==> config.mk <==
export PLATFORM = sky130hd
export DESIGN_NAME = operand_fetch_stage_flat
export DESIGN_NICKNAME = d
export VERILOG_FILES = /design/src/rtl/cpu_pkg.sv /design/src/rtl/operand_fetch_stage_if.sv /design/src/rtl/operand_fetch_stage_scoreboard.sv /design/src/rtl/operand_fetch_stage.sv /design/src/flat_wrapper.sv
export SDC_FILE = /design/constraint.sdc
export NUM_CORES = 1
export LEC_CHECK = 0
export ABC_AREA = 1
export ABC_CLOCK_PERIOD_IN_PS = 7000
export CORE_AREA = 2 2 119 121
export CTS_CLUSTER_DIAMETER = 30
export CTS_CLUSTER_SIZE = 10
export DETAILED_ROUTE_END_ITERATION = 12
export DIE_AREA = 0 0 121 123
export PLACE_DENSITY = 0.85
export SLEW_MARGIN = 10
export SYNTH_ARGS = -nofsm -noshare
export SYNTH_HDL_FRONTEND = slang
export SYNTH_SLANG_ARGS = --single-unit
export TNS_END_PERCENT = 5
==> constraint.sdc <==
create_clock -name clock -period 7 [get_ports clock]
set_input_delay 0.7 -clock clock [delete_from_list [all_inputs] [get_ports clock]]
set_output_delay 0.7 -clock clock [all_outputs]
set_load 0.01 [all_outputs]
==> src/rtl/cpu_pkg.sv <==
// Shared CPU constants and types used by the operand fetch stage.
package cpu_pkg;

    localparam int DATA_WIDTH      = 32;
    localparam int REG_ADDR_WIDTH  = 4;
    localparam int NUM_REGS        = 2 ** REG_ADDR_WIDTH;
    localparam int CTRL_WIDTH      = 8;
    localparam int STALL_CNT_WIDTH = 16;

    typedef logic [REG_ADDR_WIDTH-1:0]  reg_addr_t;
    typedef logic [DATA_WIDTH-1:0]      word_t;
    typedef logic [CTRL_WIDTH-1:0]      ctrl_t;
    typedef logic [NUM_REGS-1:0]        reg_mask_t;
    typedef logic [STALL_CNT_WIDTH-1:0] stall_cnt_t;

endpackage

==> src/rtl/operand_fetch_stage_if.sv <==
// Decode, register-file, writeback and execute signals of the operand fetch stage.
interface operand_fetch_stage_if;
    import cpu_pkg::*;

    logic       id_valid;
    logic       id_ready;
    reg_addr_t  id_src1;
    reg_addr_t  id_src2;
    reg_addr_t  id_dest;
    logic       id_reg_write;
    ctrl_t      id_ctrl;

    reg_addr_t  rf_read_reg1;
    reg_addr_t  rf_read_reg2;
    word_t      rf_read_data1;
    word_t      rf_read_data2;

    logic       wb_valid;
    reg_addr_t  wb_reg;
    word_t      wb_data;

    logic       ex_valid;
    logic       ex_ready;
    word_t      ex_op1;
    word_t      ex_op2;
    reg_addr_t  ex_dest;
    logic       ex_reg_write;
    ctrl_t      ex_ctrl;

    reg_mask_t  pending;
    stall_cnt_t stall_count;

    // Master: decode, register file, writeback and execute around the stage.
    modport master (
        output id_valid, id_src1, id_src2, id_dest, id_reg_write, id_ctrl,
        output rf_read_data1, rf_read_data2,
        output wb_valid, wb_reg, wb_data,
        output ex_ready,
        input  id_ready, rf_read_reg1, rf_read_reg2,
        input  ex_valid, ex_op1, ex_op2, ex_dest, ex_reg_write, ex_ctrl,
        input  pending, stall_count
    );

    modport slave (
        input  id_valid, id_src1, id_src2, id_dest, id_reg_write, id_ctrl,
        input  rf_read_data1, rf_read_data2,
        input  wb_valid, wb_reg, wb_data,
        input  ex_ready,
        output id_ready, rf_read_reg1, rf_read_reg2,
        output ex_valid, ex_op1, ex_op2, ex_dest, ex_reg_write, ex_ctrl,
        output pending, stall_count
    );

endinterface

==> src/rtl/operand_fetch_stage_scoreboard.sv <==
// Pending-writer bitmap: one bit per register, set on issue, cleared on writeback.
module scoreboard
    import cpu_pkg::*;
(
    input  logic                clock,
    input  logic                reset,
    input  logic                i_set_en,
    input  reg_addr_t           i_set_idx,
    input  logic                i_clr_en,
    input  reg_addr_t           i_clr_idx,
    input  reg_addr_t [2:0]     i_q_idx,
    output logic      [2:0]     o_busy,
    output reg_mask_t           o_pending
);

    reg_mask_t r_pending;
    reg_mask_t w_set_mask;
    reg_mask_t w_clr_mask;

    always_comb begin
        w_set_mask = '0;
        w_clr_mask = '0;
        if (i_set_en) w_set_mask[i_set_idx] = 1'b1;
        if (i_clr_en) w_clr_mask[i_clr_idx] = 1'b1;
    end

    // A writeback in flight this cycle already resolves the hazard.
    always_comb begin
        o_busy = '0;
        for (int q = 0; q < 3; q++)
            o_busy[q] = r_pending[i_q_idx[q]] && !(i_clr_en && i_clr_idx == i_q_idx[q]);
    end

    // Set is OR'd after clear so a new writer wins over a same-cycle writeback.
    always_ff @(posedge clock or posedge reset) begin
        if (reset) r_pending <= '0;
        else       r_pending <= (r_pending & ~w_clr_mask) | w_set_mask;
    end

    assign o_pending = r_pending;

endmodule

==> src/rtl/operand_fetch_stage.sv <==
// Operand fetch: hazard check, writeback bypass and valid/ready register to execute.
module operand_fetch_stage
    import cpu_pkg::*;
(
    input  logic                  clock,
    input  logic                  reset,
    operand_fetch_stage_if.slave  bus
);

    logic       r_ex_valid;
    word_t      r_ex_op1;
    word_t      r_ex_op2;
    reg_addr_t  r_ex_dest;
    logic       r_ex_reg_write;
    ctrl_t      r_ex_ctrl;
    stall_cnt_t r_stall_count;

    logic       [2:0] w_busy;
    reg_mask_t  w_pending;
    logic       w_slot_free;
    logic       w_hazard;
    logic       w_ready;
    logic       w_fire;
    logic       w_wb_hit1;
    logic       w_wb_hit2;
    word_t      w_op1;
    word_t      w_op2;

    scoreboard u_scoreboard (
        .clock     (clock),
        .reset     (reset),
        .i_set_en  (w_fire && bus.id_reg_write),
        .i_set_idx (bus.id_dest),
        .i_clr_en  (bus.wb_valid),
        .i_clr_idx (bus.wb_reg),
        .i_q_idx   ({bus.id_dest, bus.id_src2, bus.id_src1}),
        .o_busy    (w_busy),
        .o_pending (w_pending)
    );

    assign w_slot_free = !r_ex_valid || bus.ex_ready;
    assign w_hazard    = w_busy[0] || w_busy[1] || (bus.id_reg_write && w_busy[2]);
    assign w_ready     = w_slot_free && !w_hazard;
    assign w_fire      = bus.id_valid && w_ready;

    // The register file writes on the same edge, so its read port is stale for wb_reg.
    assign w_wb_hit1 = bus.wb_valid && bus.wb_reg == bus.id_src1;
    assign w_wb_hit2 = bus.wb_valid && bus.wb_reg == bus.id_src2;
    assign w_op1     = w_wb_hit1 ? bus.wb_data : bus.rf_read_data1;
    assign w_op2     = w_wb_hit2 ? bus.wb_data : bus.rf_read_data2;

    always_ff @(posedge clock or posedge reset) begin
        if (reset) begin
            r_ex_valid     <= 1'b0;
            r_ex_op1       <= '0;
            r_ex_op2       <= '0;
            r_ex_dest      <= '0;
            r_ex_reg_write <= 1'b0;
            r_ex_ctrl      <= '0;
        end else if (w_fire) begin
            r_ex_valid     <= 1'b1;
            r_ex_op1       <= w_op1;
            r_ex_op2       <= w_op2;
            r_ex_dest      <= bus.id_dest;
            r_ex_reg_write <= bus.id_reg_write;
            r_ex_ctrl      <= bus.id_ctrl;
        end else if (bus.ex_ready) begin
            r_ex_valid     <= 1'b0;
        end
    end

    // Only hazard stalls count; backpressure stalls are excluded by slot_free.
    always_ff @(posedge clock or posedge reset) begin
        if (reset)
            r_stall_count <= '0;
        else if (bus.id_valid && w_slot_free && w_hazard && r_stall_count != '1)
            r_stall_count <= r_stall_count + 1'b1;
    end

    assign bus.id_ready     = w_ready;
    assign bus.rf_read_reg1 = bus.id_src1;
    assign bus.rf_read_reg2 = bus.id_src2;
    assign bus.ex_valid     = r_ex_valid;
    assign bus.ex_op1       = r_ex_op1;
    assign bus.ex_op2       = r_ex_op2;
    assign bus.ex_dest      = r_ex_dest;
    assign bus.ex_reg_write = r_ex_reg_write;
    assign bus.ex_ctrl      = r_ex_ctrl;
    assign bus.pending      = w_pending;
    assign bus.stall_count  = r_stall_count;

endmodule

==> src/flat_wrapper.sv <==
// flat-port wrapper written by rule: the top's interface ports become plain ports
module operand_fetch_stage_flat import cpu_pkg::*;
  (clock, reset, bus_id_valid, bus_id_src1, bus_id_src2, bus_id_dest, bus_id_reg_write, bus_id_ctrl, bus_rf_read_data1, bus_rf_read_data2, bus_wb_valid, bus_wb_reg, bus_wb_data, bus_ex_ready, bus_id_ready, bus_rf_read_reg1, bus_rf_read_reg2, bus_ex_valid, bus_ex_op1, bus_ex_op2, bus_ex_dest, bus_ex_reg_write, bus_ex_ctrl, bus_pending, bus_stall_count);
  operand_fetch_stage_if bus_i ();
  input  logic clock;
  input  logic reset;
  input wire logic [$bits(bus_i.id_valid)-1:0] bus_id_valid;
  input wire logic [$bits(bus_i.id_src1)-1:0] bus_id_src1;
  input wire logic [$bits(bus_i.id_src2)-1:0] bus_id_src2;
  input wire logic [$bits(bus_i.id_dest)-1:0] bus_id_dest;
  input wire logic [$bits(bus_i.id_reg_write)-1:0] bus_id_reg_write;
  input wire logic [$bits(bus_i.id_ctrl)-1:0] bus_id_ctrl;
  input wire logic [$bits(bus_i.rf_read_data1)-1:0] bus_rf_read_data1;
  input wire logic [$bits(bus_i.rf_read_data2)-1:0] bus_rf_read_data2;
  input wire logic [$bits(bus_i.wb_valid)-1:0] bus_wb_valid;
  input wire logic [$bits(bus_i.wb_reg)-1:0] bus_wb_reg;
  input wire logic [$bits(bus_i.wb_data)-1:0] bus_wb_data;
  input wire logic [$bits(bus_i.ex_ready)-1:0] bus_ex_ready;
  output wire logic [$bits(bus_i.id_ready)-1:0] bus_id_ready;
  output wire logic [$bits(bus_i.rf_read_reg1)-1:0] bus_rf_read_reg1;
  output wire logic [$bits(bus_i.rf_read_reg2)-1:0] bus_rf_read_reg2;
  output wire logic [$bits(bus_i.ex_valid)-1:0] bus_ex_valid;
  output wire logic [$bits(bus_i.ex_op1)-1:0] bus_ex_op1;
  output wire logic [$bits(bus_i.ex_op2)-1:0] bus_ex_op2;
  output wire logic [$bits(bus_i.ex_dest)-1:0] bus_ex_dest;
  output wire logic [$bits(bus_i.ex_reg_write)-1:0] bus_ex_reg_write;
  output wire logic [$bits(bus_i.ex_ctrl)-1:0] bus_ex_ctrl;
  output wire logic [$bits(bus_i.pending)-1:0] bus_pending;
  output wire logic [$bits(bus_i.stall_count)-1:0] bus_stall_count;
  assign bus_i.id_valid = bus_id_valid;
  assign bus_i.id_src1 = bus_id_src1;
  assign bus_i.id_src2 = bus_id_src2;
  assign bus_i.id_dest = bus_id_dest;
  assign bus_i.id_reg_write = bus_id_reg_write;
  assign bus_i.id_ctrl = bus_id_ctrl;
  assign bus_i.rf_read_data1 = bus_rf_read_data1;
  assign bus_i.rf_read_data2 = bus_rf_read_data2;
  assign bus_i.wb_valid = bus_wb_valid;
  assign bus_i.wb_reg = bus_wb_reg;
  assign bus_i.wb_data = bus_wb_data;
  assign bus_i.ex_ready = bus_ex_ready;
  assign bus_id_ready = bus_i.id_ready;
  assign bus_rf_read_reg1 = bus_i.rf_read_reg1;
  assign bus_rf_read_reg2 = bus_i.rf_read_reg2;
  assign bus_ex_valid = bus_i.ex_valid;
  assign bus_ex_op1 = bus_i.ex_op1;
  assign bus_ex_op2 = bus_i.ex_op2;
  assign bus_ex_dest = bus_i.ex_dest;
  assign bus_ex_reg_write = bus_i.ex_reg_write;
  assign bus_ex_ctrl = bus_i.ex_ctrl;
  assign bus_pending = bus_i.pending;
  assign bus_stall_count = bus_i.stall_count;
  operand_fetch_stage u_core (.clock(clock), .reset(reset), .bus(bus_i));
endmodule
* Word-level counts from Yosys, hierarchy flattened *
Index checks and enable logic that the tools add are counted.

cells by class
  add/subtract/negate cells = 1
  eq/ne operators = 4
  shift-type cells = 0
  bitwise logic cells = 3
  multiply operators = 0
  muxes and demuxes = 16
  div/mod/pow operators = 0
  magnitude comparators = 6
  reduce and logical (&&, ||, !) cells = 24

operator list
  operator                                                    number
  two-way mux 32 bit                                          2
  two-way mux 16 bit                                          2
  less-than comparator 4 x 5 -> 1 bit, second input constant  4
  adder 16 x 1 -> 16 bit, second input constant               1
  bitwise AND 16 bit                                          1
  != test 16 bit, second input constant                       1
  NOT 16 bit                                                  1
  bitwise OR 16 bit                                           1
  logical AND 1 bit                                           15
  binary-select mux 1 bit (select 4 bit)                      3
  equality test 4 bit                                         3
  demux 1 bit (select 4 bit)                                  2
  >= comparator 4 x 1 -> 1 bit, second input constant         2
  two-way mux 1 bit                                           7
  zero test 1 bit                                             5
  logical OR 1 bit                                            3
  nonzero test 2 bit                                          1

storage, ports and cells
  register bits = 110
  latch bits = 0
  memories kept = 0
  memory bits (read-only) = 0
  word-level logic and storage cells = 62
  memory bits (writable) = 0

* Longest topological paths before layout *
  word-level depth = 12
  gate-level depth with buffers = 15
  mapped depth without buffers = 13

* By module *
Synthesis repeated with hierarchy kept, for this count alone.

unflattened totals
  cell total of the unflattened synthesis = 992
  area, all modules = 6756.5 µm²

by module, submodules not included
  module               times used  area each (µm²)  cells each  sequential area each (µm²)
  operand_fetch_stage  1           5381.4           763         2352.3
  scoreboard           1           1375.1           229         400.4

* Worst setup path after synthesis *
OpenSTA, ideal clock, no wires.

  path type = input -> output
  start = in bus_wb_valid
  end = out bus_id_ready
  cell stages on the path = 10
  data arrival time = 2055 ps
  required time = 6300 ps
  path slack = 4245 ps
  path buffers = 2
  path through = clkbuf_1 -> inv_1 -> a21oi_1 -> nand3_1 -> o21ai_0 -> inv_1 -> o21ai_1 -> nand3_2 -> clkbuf_1 -> nor2_1

between the ends
  cells in the longest elaborated chain, start to end = 7
  elaborated cells on any way between the ends = 14

RTL lines
  item                                                          RTL line                              source
  from (decl)                                                   flat_wrapper.sv:15                    input wire logic [$bits(bus_i.wb_valid)-1:0] bus_wb_valid;
  logical AND 1 bit                                             operand_fetch_stage_scoreboard.sv:31  o_busy[q] = r_pending[i_q_idx[q]] && !(i_clr_en && i_clr_idx == i_q_idx[q]);
  zero test 1 bit                                               operand_fetch_stage_scoreboard.sv:31
  logical AND 1 bit                                             operand_fetch_stage_scoreboard.sv:31
  logical OR 1 bit / logical AND 1 bit (equally long branches)  operand_fetch_stage.sv:42             assign w_hazard = w_busy[0] || w_busy[1] || (bus.id_reg_write && w_busy[2]);
  logical OR 1 bit (*)                                          operand_fetch_stage.sv:42
  zero test 1 bit (*)                                           operand_fetch_stage.sv:43             assign w_ready = w_slot_free && !w_hazard;
  logical AND 1 bit (*)                                         operand_fetch_stage.sv:43
  to (decl)                                                     flat_wrapper.sv:19                    output wire logic [$bits(bus_i.id_ready)-1:0] bus_id_ready;

Every way passes the cells marked *; elsewhere a longest branch is shown, timed or not.

* Worst setup path after layout *
  start = in bus_id_src2[0]
  end = out bus_id_ready

between the ends
  cells in the longest elaborated chain, start to end = 8
  elaborated cells on any way between the ends = 10

RTL lines
  item                                                                            RTL line                              source
  from (decl)                                                                     flat_wrapper.sv:9                     input wire logic [$bits(bus_i.id_src2)-1:0] bus_id_src2;
  branches (longest 3 deep; another with binary-select mux 1 bit (select 4 bit))  --
  logical AND 1 bit (*)                                                           operand_fetch_stage_scoreboard.sv:31
  logical OR 1 bit (*) (2 in series)                                              operand_fetch_stage.sv:42
  zero test 1 bit (*)                                                             operand_fetch_stage.sv:43
  logical AND 1 bit (*)                                                           operand_fetch_stage.sv:43

Every way passes the cells marked *. The select of a mux whose other input is x is not followed.

==> results.py <==
metrics = {
    "run_status": {
        "outcome": "complete, no violations",
    },
    "cells_and_area": {
        "drive_above_1_share": 0.0257,
        "design_area_um2": 9070,
        "nNetsFinal": 1251,
        "syn2layout_area_growth_pct": 41.9,
        "utilization": 0.667,
        "num-fill-cells": 1208,
        "fin_cells": 1307,
        "antenna_cells": 0,
    },
    "power": {
        "cellPowerDensity_nw_per_um2": 255,
        "p_int_mw": 1.53,
        "p_comb_frac": 0.387,
        "power_switching_uw": 778,
        "clkPwrFrac": 0.220,
        "p_total_mw": 2.31,
        "ir_drop_mv": 0.141,
        "seq_power_share": 0.393,
        "switching_share": 0.336,
        "leakage_nw": 4.56,
    },
    "floorplanning": {
        "die-area_um2": 14900,
        "die_h_um": 123,
        "core_um2": 13600,
        "start_util": 0.470,
        "die_x_um": 121,
        "rows": 43,
        "boundaryPins": 245,
    },
    "clock_tree": {
        "clk_latency_ns": 0.35,
        "htreeDepth": 3,
        "cts_sinks": 110,
        "post-cts-setup-buffer-count": 0,
        "cts_buffers": 9,
        "clk_pin_slew_ns": 0.07,
        "cts_tree": "done",
        "cts-hold-fix-buffers": 0,
        "postCtsResizedCells": 0,
        "clockBufferDepth": 2,
        "root_buffer": "clkbuf_16",
    },
    "logic_synthesis": {
        "synth_top_family_by_area": "simple AND/OR/NAND/NOR gates",
        "synth-seq-cells": 110,
        "synth.most_common_cell": "nand2_1",
        "synthAdderAreaFrac": 0.00196,
        "synth_edf_count": 0,
        "synthTopCellsByCount": "357 x nand2_1, 110 x dfrtp_1, 109 x nand3_1",
        "synthDistinctLibCells": 26,
        "synthMuxAreaShare": 0,
        "avgSynthCellArea_um2": 6.90,
        "yosys.area.top_type_share": 0.431,
        "synth-xor-area-share": 0.0219,
        "syn_inst": 926,
        "synth_ff_type": "dfrtp_1",
        "synth-compound-area-share": 0.0763,
        "synth-simple-area-share": 0.370,
        "syn_area_um2": 6390,
        "syn_nets": 1053,
        "ys_async_sr_fraction": 1.00,
        "seq_area_frac_synth": 0.431,
        "ys_top_cells_by_area": "dfrtp_1 43%, nand2_1 21%, nand3_1 8.5%",
        "ys_warn_count": 0,
        "yosysTopAreaCell": "dfrtp_1",
    },
    "hold_path": {
        "hp-class": "flop to flop",
    },
    "worst_setup_path": {
        "crit_family": "buffers and inverters",
        "worst_path_max_delay_cell": "clkdlybuf4s50_1",
        "path_cells": "clkdlybuf4s50_1 > clkinv_1 > o22ai_1 > nor2_1 > nand3_2 > buf_4 > nand3_1 > nand3_2 > nor2_1 > clkdlybuf4s50_1",
        "required_ns": 6.30,
        "arrival_ns": 3.64,
        "critPathLaunchType": "input pin",
        "critPathKind": "input pin to output pin",
        "end_kind": "output pin",
        "max_stage_delay_ns": 0.68,
        "worst-path-buf-inv": 4,
        "path_max_fanout": 65,
    },
    "timing": {
        "layout_setup_ws_ns": 2.66,
        "min_period_over_period": 0.620,
        "hold_viol_final": 0,
        "setup_violations": 0,
        "whs_ns": 0.468,
        "rsz0062_at_grt": "no",
        "fin_setup_tns_ns": 0,
        "tightest_slew_ns": 0.958,
        "finalMaxSlewViolations": 0,
        "final.setup_skew_ns": 0.00875,
        "fmax_ghz": 0.230,
        "period_needed_ns": 4.34,
        "slew_headroom": 0.361,
    },
    "grt": {
        "grt_pass1_vias": 6371,
        "antenna_found_initial": 0,
        "grt_pass1_wl_mm": 32.8,
        "grt_max_degree": 94,
        "gr-total-overflow": 0,
        "grt.total_usage": 0.281,
    },
    "routing": {
        "via_count": 6853,
        "drtIter0Drc": 535,
        "drtAntennaViolNets": 0,
        "wirelength_mm": 21.1,
        "vias_per_cell": 5.24,
        "wl_per_cell_um": 16.1,
        "drc": 0,
        "first_pass_iters": 5,
    },
    "placed_design": {
        "dpl_cell_area_um2": 8790,
        "portBuffers": 244,
        "dpl.cell_count": 1293,
        "pre_cts_slack_ns": 2.66,
        "place.gp.congestion": 0.979,
        "hpwl_mm": 15.3,
    },
    "run": {
        "cap_violations": 0,
    },
}
## registers in the layout, indices dropped and copies added (netlist names)
register                       flops
u_core.bus.ex_ctrl                 8
u_core.bus.ex_dest                 4
u_core.bus.ex_op1                 32
u_core.bus.ex_op2                 32
u_core.bus.ex_reg_write            1
u_core.bus.ex_valid                1
u_core.bus.stall_count            16
u_core.u_scoreboard.o_pending     16
## worst paths after layout
check	from	to	slack (ns)	cells after the start
setup / recovery	bus_id_src2[0]	bus_id_ready	2.66	10
hold / removal	u_core.bus.ex_op2[0]	u_core.bus.ex_op2[0]	0.47	2
setup reg to reg	u_core.bus.stall_count[0]	u_core.bus.stall_count[5]	4.26	9
hold reg to reg	u_core.bus.ex_op2[0]	u_core.bus.ex_op2[0]	0.47	2
max in group asynchronous	reset	u_core.u_scoreboard.o_pending[8]	4.98	3
min in group asynchronous	reset	u_core.bus.stall_count[2]	0.71	2
## worst min-delay path, delay by kind of cell (launching register included)
family | cells | cell delay [ns]
flops | 1 | 0.34
simple gates | 2 | 0.09
## power by group through the flow
stage / registers [mW] / logic, mW / clock network [mW]
finish: 0.908 / 0.895 / 0.509
global route: 0.929 / 0.978 / 0.546
CTS: 0.908 / 0.901 / 0.518
detailed placement: 0.914 / 0.898 / 0
global placement: 0.914 / 0.883 / 0
floorplan: 0.981 / 0.311 / 0
## per-layer routing
metal	up-vias	share of wire	track usage
met3	44	0.074	0.0613
met1	3149	0.41	0.369
met4	0	0.026	0.0974
met2	321	0.49	0.462
li1	3339	-	-
met5	-	0	0
## layout make-up
cell class	count	area, um^2	area share
Clock buffer	11	243	0.0268
Multi-Input combinational cell	674	3020	0.333
Timing Repair Buffer	250	2490	0.274
Sequential cell	110	2750	0.303
Inverter	79	299	0.0330
Tap cell	180	225	0.0248
Clock inverter	3	43.8	0.00483
## cells by family after synthesis
group	after synthesis
AOI/OAI and AO/OA	96
xor gates and xnor gates	16
adders and majority gates	1
buffers and inverters	142
DFF	110
and+or+nand+nor	561
## cell usage in the layout (no fill, tap or decap), drive strengths merged, types with 10 or more instances in the layout
master         instances
nor2                  51
inv                   78
clkdlybuf4s50        244
nand4                 35
nand2                360
dfrtp                110
o21ai                 89
nand3                111
xnor2                 10
clkbuf                11
No activity file was read; power rests on OpenSTA's default activity.
